### src/rtl/sw_event_reader.sv
// Autonomous Avalon-MM initiator for an edge-capture switch PIO: services each
// PIO interrupt and turns it into a {edges, levels} event word in a FWFT FIFO.
module sw_event_reader #(
  parameter int               WIDTH      = 10,
  parameter logic [WIDTH-1:0] IRQ_MASK   = {WIDTH{1'b1}},
  parameter int               FIFO_DEPTH = 4
) (
  input  logic             clk,
  input  logic             reset,
  output logic [1:0]       avm_address,
  output logic             avm_chipselect,
  output logic             avm_write_n,
  output logic [31:0]      avm_writedata,
  input  logic [31:0]      avm_readdata,
  input  logic             irq,
  output logic             ev_valid,
  input  logic             ev_ready,
  output logic [WIDTH-1:0] ev_edges,
  output logic [WIDTH-1:0] ev_levels,
  output logic [7:0]       drop_count,
  output logic             busy
);

  localparam int AW = $clog2(FIFO_DEPTH);
  localparam int CW = AW + 1;
  localparam logic [1:0] ADDR_DATA = 2'd0;
  localparam logic [1:0] ADDR_MASK = 2'd2;
  localparam logic [1:0] ADDR_EDGE = 2'd3;

  typedef enum logic [2:0] {
    S_INIT, S_IDLE, S_CAP_A, S_CAP_D, S_CLR, S_LVL_A, S_LVL_D, S_PUSH
  } state_t;

  state_t state, state_next;

  logic [1:0]       address_next;
  logic             chipselect_next;
  logic             write_n_next;
  logic [31:0]      writedata_next;
  logic [WIDTH-1:0] edges_lat;
  logic [WIDTH-1:0] levels_lat;

  logic [2*WIDTH-1:0] mem [FIFO_DEPTH];
  logic [AW-1:0]      wr_ptr, rd_ptr, rd_next;
  logic [CW-1:0]      count, count_next, count_after_pop;
  logic               pop, push_req, full, push_ok, drop;
  logic [2*WIDTH-1:0] push_data;

  always_ff @(posedge clk or posedge reset) begin
    if (reset) state <= S_INIT;
    else       state <= state_next;
  end

  // INIT lingers until its own write strobe has been on the bus for one cycle
  always_comb begin
    state_next = state;
    case (state)
      S_INIT:  if (avm_chipselect) state_next = S_IDLE;
      S_IDLE:  if (irq) state_next = S_CAP_A;
      S_CAP_A: state_next = S_CAP_D;
      S_CAP_D: state_next = S_CLR;
      S_CLR:   state_next = S_LVL_A;
      S_LVL_A: state_next = S_LVL_D;
      S_LVL_D: state_next = S_PUSH;
      S_PUSH:  state_next = S_IDLE;
      default: state_next = S_INIT;
    endcase
  end

  // Bus strobes are registered from the state being entered
  always_comb begin
    address_next    = avm_address;
    chipselect_next = 1'b0;
    write_n_next    = 1'b1;
    writedata_next  = avm_writedata;
    case (state_next)
      S_INIT: begin
        address_next    = ADDR_MASK;
        chipselect_next = 1'b1;
        write_n_next    = 1'b0;
        writedata_next  = 32'(IRQ_MASK);
      end
      S_CAP_A: begin
        address_next    = ADDR_EDGE;
        chipselect_next = 1'b1;
      end
      S_CLR: begin
        address_next    = ADDR_EDGE;
        chipselect_next = 1'b1;
        write_n_next    = 1'b0;
        writedata_next  = 32'd0;
      end
      S_LVL_A: begin
        address_next    = ADDR_DATA;
        chipselect_next = 1'b1;
      end
      default: ;
    endcase
  end

  always_ff @(posedge clk or posedge reset) begin
    if (reset) begin
      avm_address    <= 2'd0;
      avm_chipselect <= 1'b0;
      avm_write_n    <= 1'b1;
      avm_writedata  <= 32'd0;
    end else begin
      avm_address    <= address_next;
      avm_chipselect <= chipselect_next;
      avm_write_n    <= write_n_next;
      avm_writedata  <= writedata_next;
    end
  end

  // readdata arrives one cycle after the address phase
  always_ff @(posedge clk) begin
    if (state == S_CAP_D) edges_lat  <= avm_readdata[WIDTH-1:0];
    if (state == S_LVL_D) levels_lat <= avm_readdata[WIDTH-1:0];
  end

  assign busy            = (state != S_IDLE);
  assign push_data       = {edges_lat, levels_lat};
  assign pop             = ev_valid && ev_ready;
  assign push_req        = (state == S_PUSH);
  assign full            = (count == CW'(FIFO_DEPTH));
  assign push_ok         = push_req && (!full || pop);
  assign drop            = push_req && full && !pop;
  assign count_after_pop = count - CW'(pop);
  assign count_next      = count_after_pop + CW'(push_ok);
  assign rd_next         = rd_ptr + AW'(pop);

  always_ff @(posedge clk) begin
    if (push_ok) mem[wr_ptr] <= push_data;
  end

  // Head register: a push into an empty FIFO bypasses the storage array
  always_ff @(posedge clk or posedge reset) begin
    if (reset) begin
      wr_ptr     <= '0;
      rd_ptr     <= '0;
      count      <= '0;
      ev_valid   <= 1'b0;
      ev_edges   <= '0;
      ev_levels  <= '0;
      drop_count <= 8'd0;
    end else begin
      wr_ptr <= wr_ptr + AW'(push_ok);
      rd_ptr <= rd_next;
      count  <= count_next;
      if (count_next != '0) begin
        ev_valid <= 1'b1;
        if (push_ok && count_after_pop == '0) {ev_edges, ev_levels} <= push_data;
        else                                  {ev_edges, ev_levels} <= mem[rd_next];
      end else begin
        ev_valid <= 1'b0;
      end
      if (drop && drop_count != 8'hFF) drop_count <= drop_count + 8'd1;
    end
  end

endmodule
### config.mk
export PLATFORM = sky130hd
export DESIGN_NAME = sw_event_reader
export DESIGN_NICKNAME = d
export VERILOG_FILES = /design/src/rtl/sw_event_reader.sv
export SDC_FILE = /design/constraint.sdc
export NUM_CORES = 1
export LEC_CHECK = 0
export ABC_AREA = 1
export CAP_MARGIN = 20
export CORE_ASPECT_RATIO = 0.9
export CORE_MARGIN = 4
export CORE_UTILIZATION = 40
export CTS_BUF_LIST = sky130_fd_sc_hd__clkbuf_4
export CTS_CLUSTER_SIZE = 20
export DETAILED_ROUTE_END_ITERATION = 8
export PLACE_DENSITY = 0.64
export SLEW_MARGIN = 15
export SYNTH_ARGS = -nofsm -noshare
export SYNTH_HDL_FRONTEND = slang
export SYNTH_SLANG_ARGS = --single-unit
export TNS_END_PERCENT = 100
### constraint.sdc
create_clock -name clk -period 3.3 [get_ports clk]
set_input_delay 0.825 -clock clk [delete_from_list [all_inputs] [get_ports clk]]
set_output_delay 0.825 -clock clk [all_outputs]
set_load 0.03 [all_outputs]
-- After elaboration in Yosys (flattened, before gate mapping)
Memories as Yosys holds them, arrays and structs flattened.
Index checks and enable logic that the tools add are counted.
- input port bits: 36
- logic and storage cells: 63
- memories: 1
- output and inout bits: 66
- register bits after elaboration: 95
- memory bits (writable): 80
- memory list (memory ; words ; width ; read ports ; clocked after Yosys merged registers in ; wr ports ; RTL line ; source):
    mem ; 4 ; 20 ; 1 ; 0 ; 1 ; 43 ; logic [2*WIDTH-1:0] mem [FIFO_DEPTH];
- add/subtract/negate cells: 5
- equal/unequal tests: 13
- reductions and logical operators: 18
- mux-type cells: 12
- operators with widths (cell ; count):
    one-hot mux 32 bit (2 select lines) ; 1
    one-hot mux 3 bit (8 select lines) ; 1
    equality test 3 bit, second input constant ; 7
    two-way mux 10 bit ; 2
    equality test 3 x 2 -> 1 bit, second input constant ; 3
    logical NOT 3 bit ; 3
    adder 8 x 1 -> 8 bit, second input constant ; 1
    != test 8 bit, second input constant ; 1
    logical AND 1 bit ; 6
    two-way mux 3 bit ; 2
    one-hot mux 2 bit (3 select lines) ; 1
    nonzero test 3 bit ; 2
    two-way mux 1 bit ; 5
    adder 2 x 1 -> 2 bit ; 2
    OR reduction 2 bit ; 2
    OR reduction 4 bit ; 1
    adder 3 x 1 -> 3 bit ; 1
    equality test 3 x 1 -> 1 bit, second input constant ; 1
    != test 3 x 1 -> 1 bit, second input constant ; 1
    subtractor 3 x 1 -> 3 bit ; 1
    logical NOT 1 bit ; 2
    nonzero test 2 bit ; 1
    logical OR 1 bit ; 1

-- Longest topological paths before layout
Gate-level depths: netlist (run 1).
- word-level depth: 7
- depth in mapped cells: 13

-- Worst setup path after synthesis (run 1)
OpenSTA, ideal clock, no wires.
- path type: input-to-reg
- from: in ev_ready
- to: mem mem[0][0] in the netlist's numbering (enable)
- cell stages on the path: 5
- setup slack: 0.191 ns
- data arrival time: 2.687 ns
- setup time: 0.422 ns
- cells stage by stage: nand2_1 -> nand3_1 -> nand2_4 -> buf_6 -> nor3_1
- word-level cells in the longest chain between the ends: 5
- ends and longest elaborated chain (what ; RTL line ; source):
    start, declared ; 17 ; input logic ev_ready,
    logical AND 1 bit ; 123 ; assign pop = ev_valid && ev_ready;
    logical OR 1 bit ; 126 ; assign push_ok = push_req && (!full || pop);
    logical AND 1 bit ; 126 ;
    two-way mux 1 bit ; 133 ; if (push_ok) mem[wr_ptr] <= push_data;
    two-way mux 1 bit (not written as such) ; 133 ;
    end, declared ; 43 ;
Every way passes these cells.

-- Final worst setup path (run 1)
- from: reg state[0]
- to: out busy
- word-level cells in the longest chain between the ends: 1
- ends and longest elaborated chain (what ; RTL line ; source):
    start, declared ; 34 ; state_t state, state_next;
    start signal, assigned ; 51 ; else state <= state_next;
    != test 3 x 1 -> 1 bit ; 121 ; assign busy = (state != S_IDLE);
    end, declared ; 21 ; output logic busy
Every way passes these cells.

==> metrics.txt, run 1 <==
endpoint class of the critical path output pin; RR Startpoint ev_valid; Rel. slew slack 52.5%; Post-route DRC 0; cell taking the most area after synthesis edfxtp_1; Max Root-Sink Buffers 2; synth unique cells 28; R2R setup slack 1030 ps; TritonCTS Buffers 17; Clock transition at path regs 110 ps; status complete, no violations; Final nets 813; filler cell count 1,511; htree depth 4; setup bufs post-CTS 0; drt pass-1 iters 4; clock root buffer clkbuf_4; Max Freq 375 MHz; slowest stage delay, CP 670 ps; TritonCTS clock tree done; clock sink total 144; number of inserted diodes 0; Data required, critical path 2470 ps; Port Buffers 57; final hold vios 0; sequential share of the synthesized area 61.8%; post-route minimum period 2660 ps; Die Wd 144 µm; CP Class reg2out; Mean Syn Cell Area 9.41 µm²; Core Box Area 0.0162 mm²; Slowest cell on crit path clkdlybuf4s50_1; Pwr Density 963 mW/mm²; RSZ-0062 raised after global routing false; Wirelength per Cell 14.0 µm; half-perimeter wire length after placement 8.97 mm; period utilisation layout 80.7%; Final Routed Wirelength 13.8 mm; Row Count 44; Worst Hold Class in2async; post_cts resized 0; dpl cells 958; Die ar. 0.0187 mm²; crit-path max FO 4; first-pass GRT wire length 21.7 mm; io pins 102; vias per cell 4.44; largest net degree at the start of global routing 27; layout cells sized above 1 9.45%; cts hold-fix bufs 0; total number of vias 4,398; Die H 130 µm; Highest Signal Layer met4; LEAKAGE 3.67 nW; Synth Instances 706; Total Routing Usage GR 15.6%; met1 wire length 6.25 mm; reg2reg end ev_levels[8]; Yosys warning total 0; largest cells by area after synthesis edfxtp_1, dfrtp_1, nand2_1; max_cap viols 0; vias in the first global route 4,152; worst-margin pin slew 711 ps; critical path startpoint category register; post-synthesis instance area 0.00665 mm²; grt ovf 0; count of final setup violators 0; Clock Skews 13.9 ps; worst r2r path cells 11; drt first-iter violations 251; metal2 WL 6.73 mm; critical path, cell by cell inv_1, nor2_1, nand2_1, clkdlybuf4s50_1; worst vdd ir 718 µV; #FFs+latches synth 144; Non-Filler Instances 990; top-area cell type share of the netlist area 45.2%; DRT antenna net count 0; Placer Congestion 0.795; initial antenna violation count 0; fin. max-slew vios 0; Area growth, synth to finish 16.8%; met3 WL post-DR 741 µm; setup TNS 0 ps; Starting Density 40.9%; clk_lat worst skew 520 ps; arrival time at the worst endpoint 1840 ps
## metrics by stage
step / utilization (%) / hold WS (ps) / power, W / setup slack [ps] / area, µm²
final: 47.8 / 443 / 0.00747 / 637 / 7760
after global routing: 47.8 / 374 / 0.00804 / 501 / 7760
after CTS: 47.8 / 374 / 0.00759 / 562 / 7760
after detailed placement: 45.6 / 488 / 0.00620 / 217 / 7400
after global placement: 45.6 / 480 / 0.00617 / 227 / 7400
after floorplan: - / 475 / 0.00497 / 191 / 6720
## cell usage after synthesis, drive strengths merged
cell type and count:
and2 1, buf 50, clkbuf 7, conb 1, dfrtp 43, dfstp 1, edfxtp 100, ha 7
inv 126, nand2 264, nand3 51, nand3b 3, nor2 16, nor3 5, o21ai 25, xnor2 3
xor2 3
## cell usage in the layout (no fill, tap or decap), types with 4 or more instances in the layout
master,count
buf_4,21
bufinv_16,6
clkbuf_4,19
clkdlybuf4s50_1,57
clkinv_2,5
conb_1,22
dfrtp_1,43
edfxtp_1,100
ha_1,7
inv_1,123
nand2_1,261
nand3_1,51
nor2_1,12
nor3_2,4
o21ai_1,20
## cell families after synthesis
group	share of synthesized area, %
AO/OA/AOI/OAI	2.05
XOR/XNOR	0.904
AND/OR/NAND/NOR	21.0
flip-flops	61.8
adder cells (fa/ha/maj)	1.32
other	0.0564
buffers and inverters	12.9
## area by class of cell
type	count	area (µm²)	area share, %
clock buffers	19	143	1.84
clock inverters	13	216	2.79
inverters	126	473	6.09
multi-input cells	400	1780	22.9
flip-flops and latches	144	4110	52.9
well taps	207	259	3.34
repair buffers	81	788	10.2
## report_power, final
| part | internal, W | total [W] | switching [W] |
|---|---|---|---|
| registers | 0.00238 | 0.00261 | 0.000230 |
| logic | 0.00123 | 0.00351 | 0.00228 |
| clock network | 0.000762 | 0.00136 | 0.000596 |
| total | 0.00437 | 0.00747 | 0.00310 |
## routing by layer
| metal | track usage, % | vias to the layer above |
|---|---|---|
| li1 | - | 2260 |
| met3 | 3.92 | 12 |
| met2 | 25.3 | 117 |
| met4 | 5.65 | 0 |
| met1 | 20.4 | 2009 |
| met5 | 0 | - |
## critical path, delay by kind of cell, from the launching register on
family                 cells  cell delay (ps)
buffers and inverters      2              760
and+or+nand+nor            2              130
DFF                        1              430
## sequential cells by signal, indices dropped and copies added (netlist names)
register,flops
wr_ptr,2
state,3
rd_ptr,2
levels_lat,10
ev_levels,10
edges_lat,10
count,3
avm_chipselect,1
ev_valid,1
ev_edges,10
mem,80
avm_write_n,1
drop_count,8
avm_writedata,1
avm_address,2
## how the worst max path moves through the flow
stage	from	cells after the start	end	slack, ps
6_report	state[0]	4	busy	640
5_1_grt	state[0]	4	busy	500
4_1_cts	state[0]	4	busy	560
3_5_place_dp	ev_ready	12	ev_levels[8]	220
3_3_place_gp	ev_ready	12	ev_levels[8]	230
2_1_floorplan	ev_ready	5	mem[0][0]	190
No activity file was read; power rests on OpenSTA's default activity.
==> inputs of run 2 (changes only) <==
- clock period: 3.3 -> 2.55 ns (I/O delays scaled with it)
==> metrics.txt, run 2 (same netlist as run 1, synthesis figures left out) <==
Port Buffers 57 (unchanged); Area after DPL 0.00755 mm² (+2.0%); arrival time at the worst endpoint 1780 ps (-60 ps); max_cap viols 0 (unchanged); Area growth, synth to finish 18.4%; clk_lat worst skew 540 ps (+20 ps); TritonCTS clock tree done; initial antenna violation count 0 (unchanged); R2R setup slack 360 ps (-670 ps); worst-margin pin slew 644 ps (-67.7 ps); clock sink total 144 (unchanged); period utilisation layout 94.7%; most frequent cells in the layout nand2_1, inv_1, edfxtp_1; cts hold-fix bufs 0 (unchanged); critical path, cell by cell clkdlybuf4s50_1; Final Routed Wirelength 14.1 mm (+1.7%); DRT antenna net count 0 (unchanged); fin. max-slew vios 0 (unchanged); Worst Hold Class in2async; post-route cell area 0.00787 mm² (+1.4%); critical path startpoint category register; Largest register FFs 80 (unchanged); LEAKAGE 3.77 nW (+2.6%); Total Routing Usage GR 15.9% (+0.35 points); crit-path max FO 11 (+7); post-route minimum period 2410 ps; met3 WL post-DR 740 µm (-0.13%); final worst slack 135 ps (-502 ps); count of final setup violators 0 (unchanged); CP Class reg2out; grt ovf 0 (unchanged); TritonCTS Buffers 17 (unchanged); Max Root-Sink Buffers 2 (unchanged); Row Count 44 (unchanged); vias per cell 4.48 (+0.80%); WHS 417 ps (-25.9 ps); io pins 102 (unchanged); Die H 130 µm (unchanged); Pwr Density 1220 mW/mm² (+27%); worst vdd ir 987 µV (+37%); clock root buffer clkbuf_4; status complete, no violations; half-perimeter wire length after placement 9.24 mm (+3.0%); setup bufs post-CTS 0 (unchanged); Post-route DRC 0 (unchanged); filler cell count 1,504 (-0.46%); Place WS -294 ps (-510 ps); Highest Signal Layer met4; most common cell after layout, fill and taps aside nand2_1; Top reg by flops mem; Crit path depth 1 (-3); largest net degree at the start of global routing 27 (unchanged); Rel. slew slack 57.0% (+4.5 points); Max Freq 414 MHz; met1 wire length 6.43 mm (+2.9%); Slowest cell on crit path clkdlybuf4s50_1; CP Buf/Inv Count 1 (-1); endpoint class of the critical path output pin; Die Wd 144 µm (unchanged); Data required, critical path 1910 ps (-560 ps); vias in the first global route 4,339 (+4.5%); Core Box Area 0.0162 mm² (unchanged); slowest stage delay, CP 730 ps (+60 ps); Top delay family on crit path buffers and inverters; worst r2r path cells 11 (unchanged); number of inserted diodes 0 (unchanged); first-pass GRT wire length 22.4 mm (+3.1%); Final nets 819 (+0.74%); Placer Congestion 0.788 (-0.82%); Starting Density 40.9% (unchanged); final hold vios 0 (unchanged); drt pass-1 iters 6 (+2); layout cells sized above 1 10.3% (+0.82 points); total number of vias 4,460 (+1.4%); Wirelength per Cell 14.1 µm (+1.1%); drt first-iter violations 241 (-4.0%); Clock Skews 19.1 ps (+5.16 ps); Die ar. 0.0187 mm² (unchanged); Clock transition at path regs 120 ps (about the same); metal2 WL 6.82 mm (+1.4%); htree depth 4 (unchanged)
## run 2: cell types whose count changed in the layout (fill, tap and decap cells not counted), sizes merged
cell / delta
clkdlybuf4s50: -9
clkinv: +1
buf: +6
clkbuf: +2
bufinv: -3
dlymetal6s2s: +9
## run 2: stage by stage
stage | power, W | std cells | utilization, % | setup TNS (ps)
after floorplan | 0.00643 | 727 | - | -29700
after global placement | 0.00817 | 964 | 46.5 | -4210
after detailed placement | 0.00824 | 964 | 46.5 | -5340
after CTS | 0.00977 | 996 | 48.3 | 0
after global routing | 0.0104 | 996 | 48.5 | -17.5
final | 0.00962 | 996 | 48.5 | 0
## run 2: worst paths after layout
| path | start | to |
|---|---|---|
| setup / recovery | avm_writedata[8] | avm_writedata[0] |
| hold / removal | reset | avm_address[0] |
| setup reg to reg | ev_valid | ev_edges[7] |
| hold reg to reg | avm_address[1] | avm_address[1] |
| max in group asynchronous | reset | ev_edges[5] |
| min in group clk | avm_address[1] | avm_address[1] |
## run 2: power by group
part	switching (W)	internal, W
Clock	0.000789	0.000718
Sequential	0.000311	0.00308
Combinational	0.00297	0.00176
## run 2: area by class of cell
| cell class | count | area [µm²] | share of cell area, % |
|---|---|---|---|
| Inverter | 126 | 473 | 6.01 |
| Sequential cell | 144 | 4110 | 52.2 |
| Clock inverter | 11 | 140 | 1.78 |
| Tap cell | 207 | 259 | 3.29 |
| Timing Repair Buffer | 87 | 956 | 12.1 |
| Multi-Input combinational cell | 400 | 1780 | 22.6 |
| Clock buffer | 21 | 158 | 2.00 |
## run 2: per-layer routing
metal / vias up / global-route usage [%]
li1: 2272 / -
met1: 2075 / 20.8
met3: 8 / 4.87
met4: 0 / 3.82
met2: 105 / 26.2
met5: - / 0
## run 2: repair_timing
item	4_1_cts	5_1_grt
hold endpoints to repair	0	0
setup endpoints to repair	0	11
resized for setup	0	9
==> inputs of run 3 (changes only) <==
- CORE_UTILIZATION: 40 -> 55
- PLACE_DENSITY: 0.64 -> 0.83
==> metrics.txt, run 3 (same netlist as run 1, synthesis figures left out) <==
drt pass-1 iters 5 (-1); Total Routing Usage GR 21.2% (+5.2 points); Place WS -255 ps (+38.3 ps); Top reg by flops mem; Top delay family on crit path buffers and inverters; Data required, critical path 1910 ps (about the same); Post-route DRC 0 (unchanged); endpoint class of the critical path output pin; initial antenna violation count 0 (unchanged); htree depth 4 (unchanged); Core Box Area 0.0116 mm² (-28%); clock sink total 144 (unchanged); LEAKAGE 3.70 nW (-2.0%); worst-margin pin slew 614 ps (-29.3 ps); setup bufs post-CTS 0 (unchanged); Final nets 820 (+0.12%); Clock transition at path regs 120 ps (about the same); Port Buffers 57 (unchanged); GRT busiest layer met2; worst vdd ir 870 µV (-12%); drt first-iter violations 523 (+120%); cts hold-fix bufs 0 (unchanged); M1 GR Usage 27.3% (+6.5 points); post-route minimum period 2400 ps (-12.7 ps); crit-path max FO 11 (unchanged); Pwr Density 1210 mW/mm² (-0.99%); largest net degree at the start of global routing 26 (-3.7%); status complete, no violations; period utilisation layout 94.2% (-0.50 points); DRT antenna net count 0 (unchanged); CP Buf/Inv Count 1 (unchanged); arrival time at the worst endpoint 1760 ps (-20 ps); Worst Hold Class in2async; Overall Power 0.00933 W (-3.0%); Die H 112 µm (-14%); final hold vios 0 (unchanged); Wirelength per Cell 14.5 µm (+2.5%); fin. max-slew vios 0 (unchanged); CP Class reg2out; Layout Utilization 66.4% (+18 points); Die Wd 124 µm (-14%); critical path startpoint category register; count of final setup violators 0 (unchanged); met2 Use GR 34.4% (+8.2 points); half-perimeter wire length after placement 9.21 mm (-0.34%); TritonCTS clock tree done; Clock Skews 20.2 ps (+1.13 ps); Largest register FFs 80 (unchanged); Slowest cell on crit path clkdlybuf4s50_1; post_cts resized 0 (unchanged); Final Routed Wirelength 13.7 mm (-2.6%); setup TNS 0 ps (unchanged); Placer Congestion 0.828 (+5.0%); critical path, cell by cell clkdlybuf4s50_1; Rel. slew slack 59.0% (+2.0 points); total number of vias 4,664 (+4.6%); RSZ-0062 raised after global routing false; most frequent cells in the layout nand2_1, inv_1, edfxtp_1; clock root buffer clkbuf_4; Starting Density 57.2% (+16 points); Area growth, synth to finish 16.0%; grt ovf 0 (unchanged); vias in the first global route 4,599 (+6.0%); max_cap viols 0 (unchanged); vias per cell 4.93 (+10%); Max Root-Sink Buffers 2 (unchanged); first-pass GRT wire length 22.4 mm (about the same); TritonCTS Buffers 17 (unchanged); clk_lat worst skew 530 ps (about the same); Row Count 37 (-16%); slowest stage delay, CP 740 ps (about the same); Die ar. 0.0139 mm² (-26%); M3 GR Usage 4.33% (-0.54 points); layout cells sized above 1 10.0% (-0.27 points); io pins 102 (unchanged); Max Freq 416 MHz (+0.53%); most common cell after layout, fill and taps aside nand2_1; final worst slack 148 ps (+12.7 ps); number of inserted diodes 0 (unchanged)
[run 3: final timing paths]
check / start / endpoint / slack (ps) / cells after the start
worst min-delay path: reset / drop_count[3] / 450 / 2
min in group clk: avm_address[1] / avm_address[1] / 500 / 2
worst max-delay path: avm_writedata[8] / avm_writedata[6] / 150 / 1
worst max register to register: ev_valid / ev_levels[4] / 410 / 11
max in group asynchronous: reset / avm_write_n / 1460 / 3
worst min register to register: avm_address[1] / avm_address[1] / 500 / 2
[run 3: through the flow]
stage	cell area [µm²]	hold slack [ps]	std cells
global placement	7460	479	914
detailed placement	7460	479	914
CTS	7700	423	946
finish	7710	450	946
floorplan	6720	475	727
global route	7710	450	946
[run 3: area by class of cell]
type                       instances  area [µm²]
tap                              156         195
clock buffer                      23         173
multi-input combinational        400        1780
sequential                       144        4110
clock inverter                     9        71.3
inverter                         126         473
timing repair buffer              88         913
fill                             863        3910
[run 3: per-layer routing]
metal / up-vias / routed length, µm
met3: 29 / 974
met2: 192 / 6900
met1: 2165 / 5560
li1: 2278 / -
met5: - / 0
met4: 0 / 275
[run 3: report_power, final]
group	switching (W)	internal (W)	total (W)	leakage [nW]
combinational	0.00296	0.00170	0.00466	2.13
clock	0.000740	0.000534	0.00127	0.137
sequential	0.000311	0.00308	0.00339	1.42
